[src/rtl/ccff_loader_pkg.sv]
// rtl/ccff_loader_pkg.sv - shared types and constants for the ccff chain loader
package ccff_loader_pkg;

    localparam int WORD_W = 8;
    localparam logic [WORD_W-1:0] TAIL_MARKER = 8'hA5;

    typedef enum logic [1:0] {
        ST_IDLE = 2'd0,
        ST_MARK = 2'd1,
        ST_LOAD = 2'd2,
        ST_DONE = 2'd3
    } state_t;

endpackage

[src/rtl/ccff_loader_ser.sv]
// rtl/ccff_loader_ser.sv - 8-bit load/shift buffer feeding the chain head, LSB first
module ccff_loader_ser
    import ccff_loader_pkg::*;
(
    input  logic              prog_clk,
    input  logic              pReset,
    input  logic              load,
    input  logic [WORD_W-1:0] load_data,
    input  logic [3:0]        load_len,
    output logic              empty,
    output logic              bit_vld,
    output logic              bit_out
);

    logic [WORD_W-1:0] sh_q, sh_d;
    logic [3:0]        left_q, left_d;
    logic              pres_q, pres_d;

    // Bit 0 goes out on the load cycle itself; the rest drain one per cycle.
    always_comb begin
        sh_d    = sh_q;
        left_d  = left_q;
        pres_d  = 1'b0;
        bit_vld = 1'b0;
        bit_out = sh_q[0];
        if (load) begin
            bit_vld = 1'b1;
            bit_out = load_data[0];
            sh_d    = load_data >> 1;
            left_d  = load_len - 4'd1;
            pres_d  = 1'b1;
        end else if (left_q != 4'd0) begin
            bit_vld = 1'b1;
            bit_out = sh_q[0];
            sh_d    = sh_q >> 1;
            left_d  = left_q - 4'd1;
            pres_d  = 1'b1;
        end
    end

    // Empty only once the last bit has left the head, giving the inter-word bubble.
    assign empty = (left_q == 4'd0) && !pres_q;

    always_ff @(posedge prog_clk) begin
        if (pReset) begin
            sh_q   <= '0;
            left_q <= '0;
            pres_q <= 1'b0;
        end else begin
            sh_q   <= sh_d;
            left_q <= left_d;
            pres_q <= pres_d;
        end
    end

endmodule

[src/rtl/ccff_loader.sv]
// rtl/ccff_loader.sv - serial ccff chain loader; CCFF_LOADER_TAILCHK_EN adds the A5 tail marker check
module ccff_loader
    import ccff_loader_pkg::*;
#(
    parameter int CHAIN_LEN = 19
) (
    input  logic              prog_clk,
    input  logic              pReset,
    input  logic              start,
    input  logic              cfg_valid,
    input  logic [WORD_W-1:0] cfg_data,
    output logic              cfg_ready,
    output logic              ccff_head,
    output logic              ccff_en,
    input  logic              ccff_tail,
    output logic              busy,
    output logic              done
`ifdef CCFF_LOADER_TAILCHK_EN
    ,
    output logic              tail_ok
`endif
);

    localparam int CNT_W = $clog2(CHAIN_LEN + 9);
`ifdef CCFF_LOADER_TAILCHK_EN
    localparam int MARK_BITS = WORD_W;
    localparam logic [2:0] LEN_LO = 3'(CHAIN_LEN % 8);
`else
    localparam int MARK_BITS = 0;
`endif
    localparam int TOTAL = CHAIN_LEN + MARK_BITS;

    state_t           state_q, state_d;
    logic             head_q, head_d;
    logic             en_q, en_d;
    logic [CNT_W-1:0] cnt_q, cnt_d;
    logic [CNT_W-1:0] iss_q, iss_d;
    logic [CNT_W-1:0] rem;
    logic [3:0]       load_len;
    logic [2:0]       mark_idx;
    logic             ser_load;
    logic             ser_empty;
    logic             ser_bit_vld;
    logic             ser_bit;

    // Host handshake: iss_q counts config bits already handed to the buffer.
    always_comb begin
        rem       = CNT_W'(CHAIN_LEN) - iss_q;
        load_len  = (rem >= CNT_W'(WORD_W)) ? 4'(WORD_W) : rem[3:0];
        cfg_ready = (state_q == ST_LOAD) && ser_empty && (iss_q < CNT_W'(CHAIN_LEN));
        ser_load  = cfg_valid && cfg_ready;
    end

    ccff_loader_ser u_ser (
        .prog_clk  (prog_clk),
        .pReset    (pReset),
        .load      (ser_load),
        .load_data (cfg_data),
        .load_len  (load_len),
        .empty     (ser_empty),
        .bit_vld   (ser_bit_vld),
        .bit_out   (ser_bit)
    );

`ifdef CCFF_LOADER_TAILCHK_EN
    logic       match_q, match_d;
    logic [2:0] tail_idx;
    assign tail_idx = cnt_q[2:0] - LEN_LO;
    assign tail_ok  = (state_q == ST_DONE) && match_q;
`else
    logic unused_tail;
    assign unused_tail = ccff_tail;
`endif

    // cnt_q counts completed chain shifts, marker bits included.
    always_comb begin
        state_d  = state_q;
        head_d   = head_q;
        en_d     = 1'b0;
        cnt_d    = en_q ? cnt_q + 1'b1 : cnt_q;
        iss_d    = ser_load ? iss_q + CNT_W'(load_len) : iss_q;
        mark_idx = cnt_q[2:0] + 3'd1;
`ifdef CCFF_LOADER_TAILCHK_EN
        match_d  = match_q;
        if (en_q && (cnt_q >= CNT_W'(CHAIN_LEN)) && (ccff_tail != TAIL_MARKER[tail_idx])) begin
            match_d = 1'b0;
        end
`endif
        case (state_q)
            ST_IDLE: begin
                if (start) begin
                    cnt_d = '0;
                    iss_d = '0;
`ifdef CCFF_LOADER_TAILCHK_EN
                    match_d = 1'b1;
                    state_d = ST_MARK;
                    head_d  = TAIL_MARKER[0];
                    en_d    = 1'b1;
`else
                    state_d = ST_LOAD;
`endif
                end
            end
            ST_MARK: begin
                if (cnt_q[2:0] == 3'd7) begin
                    state_d = ST_LOAD;
                end else begin
                    head_d = TAIL_MARKER[mark_idx];
                    en_d   = 1'b1;
                end
            end
            ST_LOAD: begin
                if (ser_bit_vld) begin
                    head_d = ser_bit;
                    en_d   = 1'b1;
                end
                if (en_q && (cnt_q == CNT_W'(TOTAL - 1))) begin
                    state_d = ST_DONE;
                end
            end
            default: begin
                state_d = ST_IDLE;
            end
        endcase
    end

    assign ccff_head = head_q;
    assign ccff_en   = en_q;
    assign busy      = (state_q != ST_IDLE);
    assign done      = (state_q == ST_DONE);

    always_ff @(posedge prog_clk) begin
        if (pReset) begin
            state_q <= ST_IDLE;
            head_q  <= 1'b0;
            en_q    <= 1'b0;
            cnt_q   <= '0;
            iss_q   <= '0;
`ifdef CCFF_LOADER_TAILCHK_EN
            match_q <= 1'b0;
`endif
        end else begin
            state_q <= state_d;
            head_q  <= head_d;
            en_q    <= en_d;
            cnt_q   <= cnt_d;
            iss_q   <= iss_d;
`ifdef CCFF_LOADER_TAILCHK_EN
            match_q <= match_d;
`endif
        end
    end

endmodule
[config.mk]
export PLATFORM = sky130hd
export DESIGN_NAME = ccff_loader
export DESIGN_NICKNAME = d
export VERILOG_FILES = /design/src/rtl/ccff_loader_pkg.sv /design/src/rtl/ccff_loader_ser.sv /design/src/rtl/ccff_loader.sv
export SDC_FILE = /design/constraint.sdc
export NUM_CORES = 1
export LEC_CHECK = 0
export ABC_AREA = 1
export BUFFER_PORTS_ARGS = -buffer_cell sky130_fd_sc_hd__buf_4
export CAP_MARGIN = 20
export CORE_UTILIZATION = 50
export CTS_BUF_LIST = sky130_fd_sc_hd__clkbuf_2 sky130_fd_sc_hd__clkbuf_4 sky130_fd_sc_hd__clkbuf_8
export CTS_CLUSTER_DIAMETER = 120
export CTS_CLUSTER_SIZE = 12
export DETAILED_ROUTE_END_ITERATION = 8
export PLACE_DENSITY = 0.7
export SETUP_SLACK_MARGIN = 0.1
export SLEW_MARGIN = 20
export SYNTH_ARGS = -nofsm -noshare
export SYNTH_HDL_FRONTEND = slang
export SYNTH_SLANG_ARGS = --single-unit
[constraint.sdc]
create_clock -name prog_clk -period 3 [get_ports prog_clk]
set_clock_uncertainty 0.05 [all_clocks]
set_input_delay 0.45 -clock prog_clk [delete_from_list [all_inputs] [get_ports prog_clk]]
set_output_delay 0.45 -clock prog_clk [all_outputs]
set_load 0.05 [all_outputs]
After elaboration in Yosys (flattened, before gate mapping)

Memories as Yosys holds them, arrays and structs flattened.
Cells that the tools add are included.

Add/subtract/negate cells: 6
$lt $le $gt $ge: 3
Equality and inequality tests: 10
Mux-type cells: 25
Reduce and logical (&&, ||, !) cells: 14

Operators with widths:

| cell                | number |
|---|---|
| $mux 5              | 6 |
| $mux 7              | 2 |
| $mux 4              | 3 |
| $mux 1              | 8 |
| $ne 2x2->1 const B  | 4 |
| $sub 4x1->4 const B | 2 |
| $mux 2              | 3 |
| $pmux 2 s3          | 1 |
| $reduce_and 3->1    | 2 |
| $reduce_bool 2->1   | 3 |
| $add 5x1->5 const B | 1 |
| $add 5x4->5         | 1 |
| $eq 5x5->1 const B  | 1 |
| $ge 5x4->1 const B  | 1 |
| $logic_and 1x1->1   | 5 |
| $lt 5x5->1 const B  | 1 |
| $sub 5x5->5 const A | 1 |
| $eq 2x2->1 const B  | 2 |
| $logic_not 4->1     | 1 |
| $lt 3x4->1 const B  | 1 |
| $pmux 1 s2          | 2 |
| $reduce_bool 4->1   | 1 |
| $add 3x1->3 const B | 1 |
| $eq 3x3->1 const B  | 1 |
| 4 further kinds     | 4 |

Register bits: 26
Memory bits (read-only): 8
Logic and storage cells: 67
Memories kept: 1

Memory list:

| memory          | words | width | rd ports | clocked after memory_dff | wr ports | RTL line           | source |
|---|---|---|---|---|---|---|---|
| (no name shown) | 8     | 1     | 1        | 0                        | 0        | ccff_loader.sv:108 | `head_d = TAIL_MARKER[mark_idx];` |

Longest topological paths before layout

Gate-level depths: netlist (run 1).

Word-level depth: 8
Depth in mapped cells: 13
Depth with buffers taken out: 13

By module

A second synthesis (run 1) with hierarchy kept.

Cells, all modules: 226
Area, all modules: 1644.1 sq um

By module, submodules not included:

| module          | times used | cells an instance | area an instance (sq um) |
|---|---|---|---|
| ccff_loader     | 1          | 122               | 919.6 |
| ccff_loader_ser | 1          | 104               | 724.4 |

Worst setup path before layout (run 1)

Ideal clock, no wire load.

Path kind: register to register
From: reg iss_q[2]
To: reg iss_q[2]
Setup time: 119 ps
Arrival time: 2067 ps
Slack: 765 ps
Cell stages (with the launch flop): 10
Buffers on the path: 0
Path through: dfxtp_1 inv_1 ha_1 nand2_1 o21ai_0 nor2_1 nand3_1 nand2_1 xnor2_1 nor2_1

Elaborated cells between the ends (all ways): 10

RTL lines:

| element                | RTL line           | source |
|---|---|---|
| start, declared        | ccff_loader.sv:37  | `logic [CNT_W-1:0] iss_q, iss_d;` |
| start signal, assigned | ccff_loader.sv:147 | `iss_q <= iss_d;` |
| $lt 5x5->1 (*)         | ccff_loader.sv:50  | `cfg_ready = (state_q == ST_LOAD) && ser_empty && (iss_q < CNT_W'(CHAIN_LEN));` |
| $logic_and 1x1->1 (*)  | ccff_loader.sv:50  |  |
| via cfg_ready          | ccff_loader.sv:12  | `output logic cfg_ready,` |
| $logic_and 1x1->1 (*)  | ccff_loader.sv:51  | `ser_load = cfg_valid && cfg_ready;` |
| $mux 5 (*)             | ccff_loader.sv:81  | `iss_d = ser_load ? iss_q + CNT_W'(load_len) : iss_q;` |
| $mux 5                 | ccff_loader.sv:91  | `if (start) begin` |
| $mux 5 (*)             | ccff_loader.sv:89  | `case (state_q)` |

The timed path passes the listed nets; every way through them passes the cells marked *.
A chain may end at the register's enable or synchronous reset.

Worst setup path after layout (run 1)

From: reg iss_q[2]
To: reg u_ser.left_q[2]

Word-level cells in the longest chain between the ends: 5
Elaborated cells between the ends (all ways): 9

RTL lines:

| element              | RTL line              | source |
|---|---|---|
| $sub 5x5->5          | ccff_loader.sv:48     | `rem = CNT_W'(CHAIN_LEN) - iss_q;` |
| $ge 5x4->1           | ccff_loader.sv:49     | `load_len = (rem >= CNT_W'(WORD_W)) ? 4'(WORD_W) : rem[3:0];` |
| $mux 4               | ccff_loader.sv:49     |  |
| $sub 4x1->4          | ccff_loader_ser.sv:30 | `left_d = load_len - 4'd1;` |
| $mux 4               | ccff_loader_ser.sv:26 | `if (load) begin` |
| end signal, assigned | ccff_loader_ser.sv:51 | `left_q <= left_d;` |
| end, declared        | ccff_loader_ser.sv:16 | `logic [3:0] left_q, left_d;` |

Several ways; a longest one is shown, not always the timed one.

==> out/results.ini, run 1 <==
[place]
post-place-ws_ns = 0.756
routabilityCongestion = 0.836
dp_cells = 247
placed_area_um2 = 1600
numPortBuffers = 16
place_hpwl_um = 2190

[route]
antenna_left = 0
wl_per_cell_um = 11.1
drt-total-wl_um = 2780
vias = 1276
dr.first_iter.drc_count = 28
drc = 0
via_per_inst = 5.08
firstDrtPassIters = 4

[logic_synthesis]
netlist_top_cells_area = dfxtp_1 (36%), nand2_1 (12%), ha_1 (11%)
synth_common_cells = nand2_1 (47), inv_1 (27), dfxtp_1 (26), nor2_1 (24), ha_1 (13)
yosysMostFrequentCell = nand2_1
synth_nets = 229
ys_warn_count = 0
syn_area_um2 = 1460
synth_edf_count = 0
synth_cells = 203
avgSynthCellArea_um2 = 7.20
synthDistinctLibCells = 29
synth_ff_type = dfxtp_1
ys_seq_elements = 26
async_flop_share_pct = 0
synth_top_area_cell = dfxtp_1
yosysSeqAreaShare_pct = 35.6
yosysTopAreaCellShare_pct = 35.6

[worst_setup_path]
worstRegToRegCells = 11
rrSetupSlack_ns = 0.73
r2r_end = u_ser.left_q[2]
required_ns = 3.21
critPathKind = reg2reg
critPathLaunchType = register
crit_family = simple AND/OR/NAND/NOR gates
worst-path-buf-inv = 1
r2r-start = iss_q[2]
crit_path_max_incr_delay_ns = 0.45
cp_cell_sequence = inv_1 -> ha_1 -> nand2_1 -> nor2_1 -> nor2_1 -> nand3_2 -> nand2_1 -> o21ai_2 -> ha_1 -> or2_1 -> a21oi_1
path_max_fanout = 12
slowest_stage = dfxtp_1
worstPathArrival_ns = 2.48
cp-end-kind = register

[clocking]
holdBufCountCts = 0
cts-root-buf = clkbuf_4
post_cts_resized = 0
clockBufferDepth = 2
postCtsSetupRepairBufs = 0
cts_buffers = 3
cts_tree = yes
clock-sinks = 26
path_clk_slew_ns = 0.16
h-tree-depth = 1
insertion_delay_ns = 0.33

[final_layout]
regArea_um2 = 520
final_area_um2 = 1650
nets = 247
drive_gt1_share_pct = 13.6
multi_input_area_um2 = 812
diodes = 0
final_cells = 251
area.growth.synth_to_final_pct = 13.2
filler_cell_count = 250

[min_path]
hp-class = in2reg
worst_hold_startpoint = pReset
min_to = ccff_en
hold_depth = 2

[pwr]
ir_drop_uv = 435
power_frac_clock_pct = 18.3
switching_share_pct = 43.2
leakage_nw = 0.752
pwr-share-seq_pct = 35.1
p_sw_mw = 0.577
p_int_mw = 0.761
p_comb_share_pct = 46.6
powerDensity_nw_per_um2 = 809

[outcome]
status = finished, final reports clean

[floorplanning]
row_count = 19
start_util_pct = 53.0
die-area_um2 = 3140
io_pins = 18
dieHeight_um = 56.1
core-area_um2 = 2760
die_w_um = 56.1

[timing]
finalMaxSlewViolations = 0
setup_viol = 0
finalHoldViolations = 0
setup_tns_ns = 0
timing.final.crit_share_pct = 75.8
post-route-min-period_ns = 2.27
rsz0062_at_grt = no
fmax_ghz = 0.440
setup_ws_ns = 0.727

[run]
cap_violations = 0

[global_route]
grt.total_usage_pct = 19.7
grt_first_pass_wirelength_um = 4990
grt_antenna_before_repair = 0
gr-total-overflow = 0
grt_pass1_vias = 1237
grt_max_degree = 16

==> power groups by stage <==
stage	combinational, mW	sequential [mW]	clock (mW)
CTS	0.628	0.469	0.247
floorplan	0.480	0.484	0
finish	0.624	0.469	0.245
detailed placement	0.624	0.476	0
global route	0.708	0.478	0.261
global placement	0.607	0.475	0
==> per-layer routing <==
metal	vias to the layer above	GRT usage, %	routed length, um
met5	-	0	0
met4	0	6.97	29
met3	4	3.49	65
met2	16	33.3	1310
met1	571	25.3	1380
li1	685	-	-
==> sequential cells by signal, indices dropped and copies added, names as in the netlist <==
register	count
u_ser.pres_q	1
u_ser.left_q	4
ccff_en	1
iss_q	5
state_q	2
cnt_q	5
ccff_head	1
u_ser.sh_q	7
==> cell families after synthesis <==
group,after synthesis,synth area share (%)
AOI/OAI and AO/OA,36,14.2
xor gates and xnor gates,3,1.80
adders and majority gates,13,11.1
buffers and inverters,32,8.82
DFF,26,35.6
other,1,0.257
and+or+nand+nor,92,28.2
==> final cells by class <==
class                      instances  area share, %
tap                               31           2.34
clock buffer                       3           1.36
sequential                        26           31.5
multi-input combinational        145           49.1
timing repair buffer              16           7.26
inverter                          29           6.66
clock inverter                     1           1.82
==> worst max path at each step <==
stage,from,cells after the start,to
finish,iss_q[2],11,u_ser.left_q[2]
global route,iss_q[2],11,u_ser.left_q[2]
CTS,iss_q[2],11,u_ser.left_q[2]
detailed placement,iss_q[2],11,u_ser.left_q[2]
global placement,iss_q[2],11,u_ser.left_q[2]
floorplan,iss_q[2],9,iss_q[2]
==> metrics by stage <==
| stage | power (mW) | utilization [%] | hold slack (ns) |
|---|---|---|---|
| 6_report | 1.34 | 60.0 | 0.306 |
| 5_1_grt | 1.45 | 60.0 | 0.292 |
| 4_1_cts | 1.34 | 60.0 | 0.300 |
| 3_5_place_dp | 1.10 | 58.1 | 0.417 |
| 3_3_place_gp | 1.08 | 58.1 | 0.403 |
| 2_1_floorplan | 0.963 | - | 0.389 |
==> cells in the final DEF, fill, tap and decap left out <==
cell | Yosys | final
nand3_2 | 1 | 1
nand3_1 | 6 | 6
nor3_1 | 2 | 2
a21oi_1 | 12 | 12
nand4_1 | 5 | 5
clkinv_2 | 1 | 1
inv_1 | 27 | 27
o21ai_0 | 9 | 9
inv_2 | 1 | 1
o211ai_1 | 1 | 1
clkbuf_4 | 0 | 3
buf_4 | 0 | 16
a211oi_1 | 3 | 3
o21ai_1 | 2 | 2
xnor2_1 | 2 | 2
a31oi_1 | 6 | 6
nand2_2 | 2 | 2
bufinv_16 | 0 | 1
o21bai_1 | 1 | 1
dfxtp_1 | 26 | 26
o21ai_2 | 1 | 1
or2_1 | 1 | 1
ha_1 | 13 | 13
xor2_1 | 1 | 1
nand2_1 | 47 | 47
nor2_1 | 24 | 24
a41oi_1 | 1 | 1
nand2_4 | 1 | 1
conb_1 | 1 | 1
nor2_4 | 3 | 3
No activity file was read; power rests on OpenSTA's default activity.
==> run 2, diff against run 1 <==
- PLACE_DENSITY: 0.7 -> 0.73
- clock period: 3 -> 2.05 ns (I/O delays scaled with it)
==> run 2 against run 1 <==
Count of clock-buffer cells in the layout increased by 1. Total power increased by 53%. First-iteration DRC count increased by 46%. Critical path type unchanged.
==> out/results.ini, run 2 (same netlist as run 1, synthesis figures left out) <==
[outcome]
status = finished, final reports clean

[clocking]
clockBufferDepth = 2  ; unchanged
cts_buffers = 3  ; unchanged
insertion_delay_ns = 0.32  ; about the same
cts-root-buf = clkbuf_4
holdBufCountCts = 0  ; unchanged
path_clk_slew_ns = 0.14  ; -0.02 ns
clock-sinks = 26  ; unchanged
h-tree-depth = 1  ; unchanged
cts_tree = yes

[global_route]
grt_first_pass_wirelength_um = 5110  ; +2.5%
grt_max_degree = 15  ; -1
grt_pass1_vias = 1268  ; +2.5%
gr-total-overflow = 0  ; unchanged
grt_antenna_before_repair = 0  ; unchanged
grt.total_usage_pct = 20.5  ; +0.78 points

[place]
routabilityCongestion = 0.823  ; -1.5%
place_hpwl_um = 2290  ; +4.5%
numPortBuffers = 16  ; unchanged
placed_area_um2 = 1630  ; +2.0%

[floorplanning]
dieHeight_um = 56.1  ; unchanged
row_count = 19  ; unchanged
die_w_um = 56.1  ; unchanged
core-area_um2 = 2760  ; unchanged
die-area_um2 = 3140  ; unchanged
io_pins = 18  ; unchanged
start_util_pct = 53.0  ; unchanged

[final_layout]
regMostFlops = u_ser.sh_q
largest_register_ff_count = 7  ; unchanged
reg_top3 = u_ser.sh_q: 7 flops, cnt_q: 5 flops, iss_q: 5 flops
final_common_cell = nand2_1
drive_gt1_share_pct = 24.1  ; +11 points
diodes = 0  ; unchanged
nets = 259  ; +4.9%
final_area_um2 = 1780  ; +7.3%
area.growth.synth_to_final_pct = 21.5
fin_util_pct = 64.4  ; +4.4 points
filler_cell_count = 255  ; +2.0%
final_cell_mix = nand2_1 (45), inv_1 (27), buf_4 (27)

[worst_setup_path]
critPathKind = reg2reg
cp-end-kind = register
r2r-start = iss_q[2]
critPathLaunchType = register
required_ns = 2.25  ; -0.96 ns
rrSetupSlack_ns = 0.17  ; -0.56 ns
path_max_fanout = 8  ; -4
crit_path_max_incr_delay_ns = 0.37  ; -0.08 ns
cp_cell_sequence = inv_1 -> ha_2 -> nand2_2 -> nor2_1 -> nor2_2 -> nand3_2 -> buf_4 -> nand2_1 -> inv_2 -> buf_4 -> nand2_1 -> a31oi_1
worstPathArrival_ns = 2.08  ; -0.40 ns
slowest_stage = dfxtp_4
worstRegToRegCells = 12  ; +1
r2r_end = u_ser.sh_q[4]

[route]
dr.first_iter.drc_count = 41  ; +46%
vias = 1374  ; +7.7%
wl_per_cell_um = 11.5  ; +3.5%
drt-total-wl_um = 3020  ; +8.4%
firstDrtPassIters = 4  ; unchanged
antenna_left = 0  ; unchanged
drc = 0  ; unchanged
via_per_inst = 5.22  ; +2.8%

[timing]
finalHoldViolations = 0  ; unchanged
finalMaxSlewViolations = 0  ; unchanged
timing.final.crit_share_pct = 91.6  ; +16 points
setup_tns_ns = 0  ; unchanged
setup_viol = 0  ; unchanged
fmax_ghz = 0.532  ; +21%
post-route-min-period_ns = 1.88  ; -0.394 ns
rsz0062_at_grt = yes

[pwr]
total_power_mw = 2.05  ; +53%
leakage_nw = 0.805  ; +7.0%
powerDensity_nw_per_um2 = 1150  ; +43%
ir_drop_uv = 860  ; +98%

[run]
cap_violations = 0  ; unchanged

[min_path]
min_to = u_ser.sh_q[6]
worst_hold_startpoint = cfg_data[7]
hp-class = in2reg
hold_depth = 3  ; +1

[run 2: changes by cell type in the layout (fill, tap and decap cells not counted), sizes merged]
cell	change
inv	+1
buf	+12
clkinv	-1
bufinv	-1
clkbuf	+1
[run 2: cell type report]
type	count	area, um^2	area share (%)
multi-input cells	145	845	47.6
inverters	29	111	6.27
flip-flops and latches	26	531	29.9
well taps	31	38.8	2.18
clock buffers	4	36.3	2.04
repair buffers	28	214	12.1
[run 2: worst max-delay path by stage]
stage | depth (start not counted) | slack, ns | from | to
floorplan | 12 | 0.12 | iss_q[3] | u_ser.left_q[2]
global placement | 12 | 0.14 | iss_q[2] | u_ser.left_q[2]
detailed placement | 11 | 0.04 | iss_q[2] | u_ser.left_q[2]
CTS | 11 | 0.10 | iss_q[2] | u_ser.left_q[2]
global route | 12 | 0.05 | iss_q[2] | ccff_head
finish | 12 | 0.17 | iss_q[2] | u_ser.sh_q[4]
[run 2: report_power, final]
part | internal, mW | switching [mW]
clock | 0.109 | 0.151
combinational | 0.433 | 0.666
sequential | 0.606 | 0.0840
total | 1.15 | 0.901
[run 2: critical path, delay by kind of cell (launching register included)]
family | cells | cell delay, ns
AOI/OAI and AO/OA | 1 | 0.14
DFF | 1 | 0.37
buffers and inverters | 4 | 0.54
and+or+nand+nor | 6 | 0.50
adders and majority gates | 1 | 0.21
[run 2: per-stage QoR]
stage | worst slack, ns | hold WS [ns] | cells
floorplan | 0.120 | 0.389 | 203
global placement | 0.137 | 0.403 | 250
detailed placement | 0.0408 | 0.412 | 250
CTS | 0.102 | 0.163 | 257
global route | 0.0494 | 0.164 | 263
finish | 0.171 | 0.176 | 263
[run 2: metal layers]
layer	up-vias	global-route usage, %	wire length [um]	share of wire, %
met4	0	11.5	55	1.8
met2	37	34.7	1450	48
li1	710	-	-	-
met3	4	3.49	133	4.4
met5	-	0	0	0
met1	623	24.5	1380	46
[run 2: what timing repair did]
action | CTS | global route
setup buffers | 3 | 6
pin swaps | 2 | 3
gates resized for setup | 4 | 14
endpoints found under the setup margin | 7 | 8
==> run 3, diff against run 2 <==
- CTS_CLUSTER_DIAMETER: 120 -> 60
- PLACE_DENSITY: 0.73 -> 0.81
==> run 3 against run 2 <==
Hold slack improved by 0.017 ns. Non-clock buffer count is 6 lower. Critical path depth decreased by 1. Combinational power down 9.9%. Register-to-register slack about the same. Routed wire length decreased by 9.6%. Maximum frequency is 0.43% higher. Design area down 3.9%. Setup slack improved by 0.0081 ns. Sequential share of layout area rose by 0.98 points. Highest routed layer unchanged.
==> out/results.ini, run 3 (same netlist as run 1, synthesis figures left out) <==
[outcome]
status = finished, final reports clean

[floorplanning]
io_pins = 18  ; unchanged
start_util_pct = 53.0  ; unchanged
dieHeight_um = 56.1  ; unchanged
die-area_um2 = 3140  ; unchanged
die_w_um = 56.1  ; unchanged
row_count = 19  ; unchanged
core-area_um2 = 2760  ; unchanged

[clocking]
cts_tree = yes
clockBufferDepth = 2  ; unchanged
holdBufCountCts = 0  ; unchanged
cts_buffers = 3  ; unchanged
h-tree-depth = 1  ; unchanged
clock-sinks = 26  ; unchanged
insertion_delay_ns = 0.30  ; -0.02 ns
path_clk_slew_ns = 0.13  ; about the same
cts-root-buf = clkbuf_4

[final_layout]
regMostFlops = u_ser.sh_q
drive_gt1_share_pct = 20.0  ; -4.1 points
diodes = 0  ; unchanged
reg_top3 = u_ser.sh_q: 7 flops, cnt_q: 5 flops, iss_q: 5 flops
largest_register_ff_count = 7  ; unchanged
nets = 253  ; -2.3%
final_cell_mix = nand2_1 (46), inv_1 (27), dfxtp_1 (23)
final_area_um2 = 1710  ; -3.9%
final_cells = 256  ; -2.7%
final_common_cell = nand2_1
area.growth.synth_to_final_pct = 16.8
fin_util_pct = 61.9  ; -2.5 points

[route]
antenna_left = 0  ; unchanged
drt-total-wl_um = 2730  ; -9.6%
vias = 1316  ; -4.2%
drc = 0  ; unchanged
dr.first_iter.drc_count = 43  ; +4.9%
firstDrtPassIters = 5  ; +1
wl_per_cell_um = 10.7  ; -7.1%
via_per_inst = 5.14  ; -1.6%

[pwr]
leakage_nw = 0.772  ; -4.2%
switching_share_pct = 45.4  ; +1.4 points
powerDensity_nw_per_um2 = 1110  ; -4.0%
pwr-share-seq_pct = 36.6  ; +2.9 points
power_frac_clock_pct = 10.9  ; -1.8 points
p_sw_mw = 0.858  ; -4.7%
ir_drop_uv = 882  ; +2.5%
total_power_mw = 1.89  ; -7.7%
p_int_mw = 1.03  ; -10%
p_comb_share_pct = 52.4  ; -1.2 points

[worst_setup_path]
r2r_end = u_ser.left_q[2]
worst-path-buf-inv = 2  ; -2
crit_path_max_incr_delay_ns = 0.35  ; -0.02 ns
rrSetupSlack_ns = 0.18  ; about the same
cp_cell_sequence = inv_1 -> ha_2 -> nand2_2 -> nor2_1 -> nor2_2 -> nand3_2 -> buf_6 -> o21ai_2 -> ha_1 -> or2_1 -> a21oi_1
worstRegToRegCells = 11  ; -1
crit_family = simple AND/OR/NAND/NOR gates
slowest_stage = dfxtp_2
critPathKind = reg2reg
cp-end-kind = register
worstPathArrival_ns = 2.07  ; about the same
r2r-start = iss_q[3]
required_ns = 2.25  ; about the same
critPathLaunchType = register
path_max_fanout = 8  ; unchanged

[timing]
post-route-min-period_ns = 1.87  ; -0.00809 ns
fmax_ghz = 0.535  ; +0.43%
setup_viol = 0  ; unchanged
finalMaxSlewViolations = 0  ; unchanged
rsz0062_at_grt = yes
finalHoldViolations = 0  ; unchanged
setup_tns_ns = 0  ; unchanged
timing.final.crit_share_pct = 91.2  ; -0.39 points

[global_route]
grt_max_degree = 14  ; -1
grt_pass1_vias = 1095  ; -14%
gr-total-overflow = 0  ; unchanged
grt.total_usage_pct = 17.8  ; -2.7 points
grt_first_pass_wirelength_um = 4580  ; -10%
grt_antenna_before_repair = 0  ; unchanged

[place]
dp_cells = 251  ; +0.40%
numPortBuffers = 16  ; unchanged
placed_area_um2 = 1640  ; +0.46%
routabilityCongestion = 0.808  ; -1.9%
place_hpwl_um = 2130  ; -6.9%

[min_path]
hp-class = in2reg
worst_hold_startpoint = pReset
hold_depth = 2  ; -1
min_to = ccff_en

[run]
cap_violations = 0  ; unchanged

run 3: changes by cell type in the layout (fill, tap and decap cells not counted), sizes merged:
cell	change
buf	-6
clkbuf	-1
clkinv	+1
inv	-1
run 3: metal layers:
metal / routed length (um) / global-route usage (%) / vias up
li1: - / - / 704
met1: 1360 / 24.5 / 585
met2: 1270 / 29.6 / 25
met3: 79 / 3.26 / 2
met4: 20 / 3.14 / 0
met5: 0 / 0 / -
run 3: power by group through the flow:
stage / Combinational [mW] / Clock, mW / Sequential, mW
2_1_floorplan: 0.718 / 0 / 0.708
3_3_place_gp: 0.937 / 0 / 0.695
3_5_place_dp: 0.956 / 0 / 0.698
4_1_cts: 0.963 / 0.213 / 0.687
5_1_grt: 1.10 / 0.236 / 0.706
6_report: 0.991 / 0.207 / 0.692
run 3: timing repair:
action / CTS / global route
setup buffers: 0 / 2
pin swaps: 0 / 3
resized for setup: 2 / 10
setup endpoints to repair: 6 / 9
run 3: area by class of cell:
class,count,area (um^2)
Timing Repair Buffer,22,173
Tap cell,31,38.8
Fill cell,256,1050
Inverter,29,110
Clock buffer,3,22.5
Multi-Input combinational cell,145,836
Sequential cell,26,527
run 3: worst max-delay path by stage:
stage	slack [ns]	endpoint	from	depth (start not counted)
3_3_place_gp	0.15	u_ser.left_q[2]	iss_q[3]	11
2_1_floorplan	0.12	u_ser.left_q[2]	iss_q[3]	12
3_5_place_dp	0.08	u_ser.left_q[2]	iss_q[3]	11
5_1_grt	0.05	u_ser.left_q[2]	iss_q[3]	11
6_report	0.18	u_ser.left_q[2]	iss_q[3]	11
4_1_cts	0.10	u_ser.left_q[2]	iss_q[3]	11
run 3: stage by stage:
step	hold WS, ns	setup WS [ns]
after floorplan	0.389	0.120
after global placement	0.402	0.145
after detailed placement	0.407	0.0802
after CTS	0.187	0.100
after global routing	0.179	0.0450
final	0.193	0.180
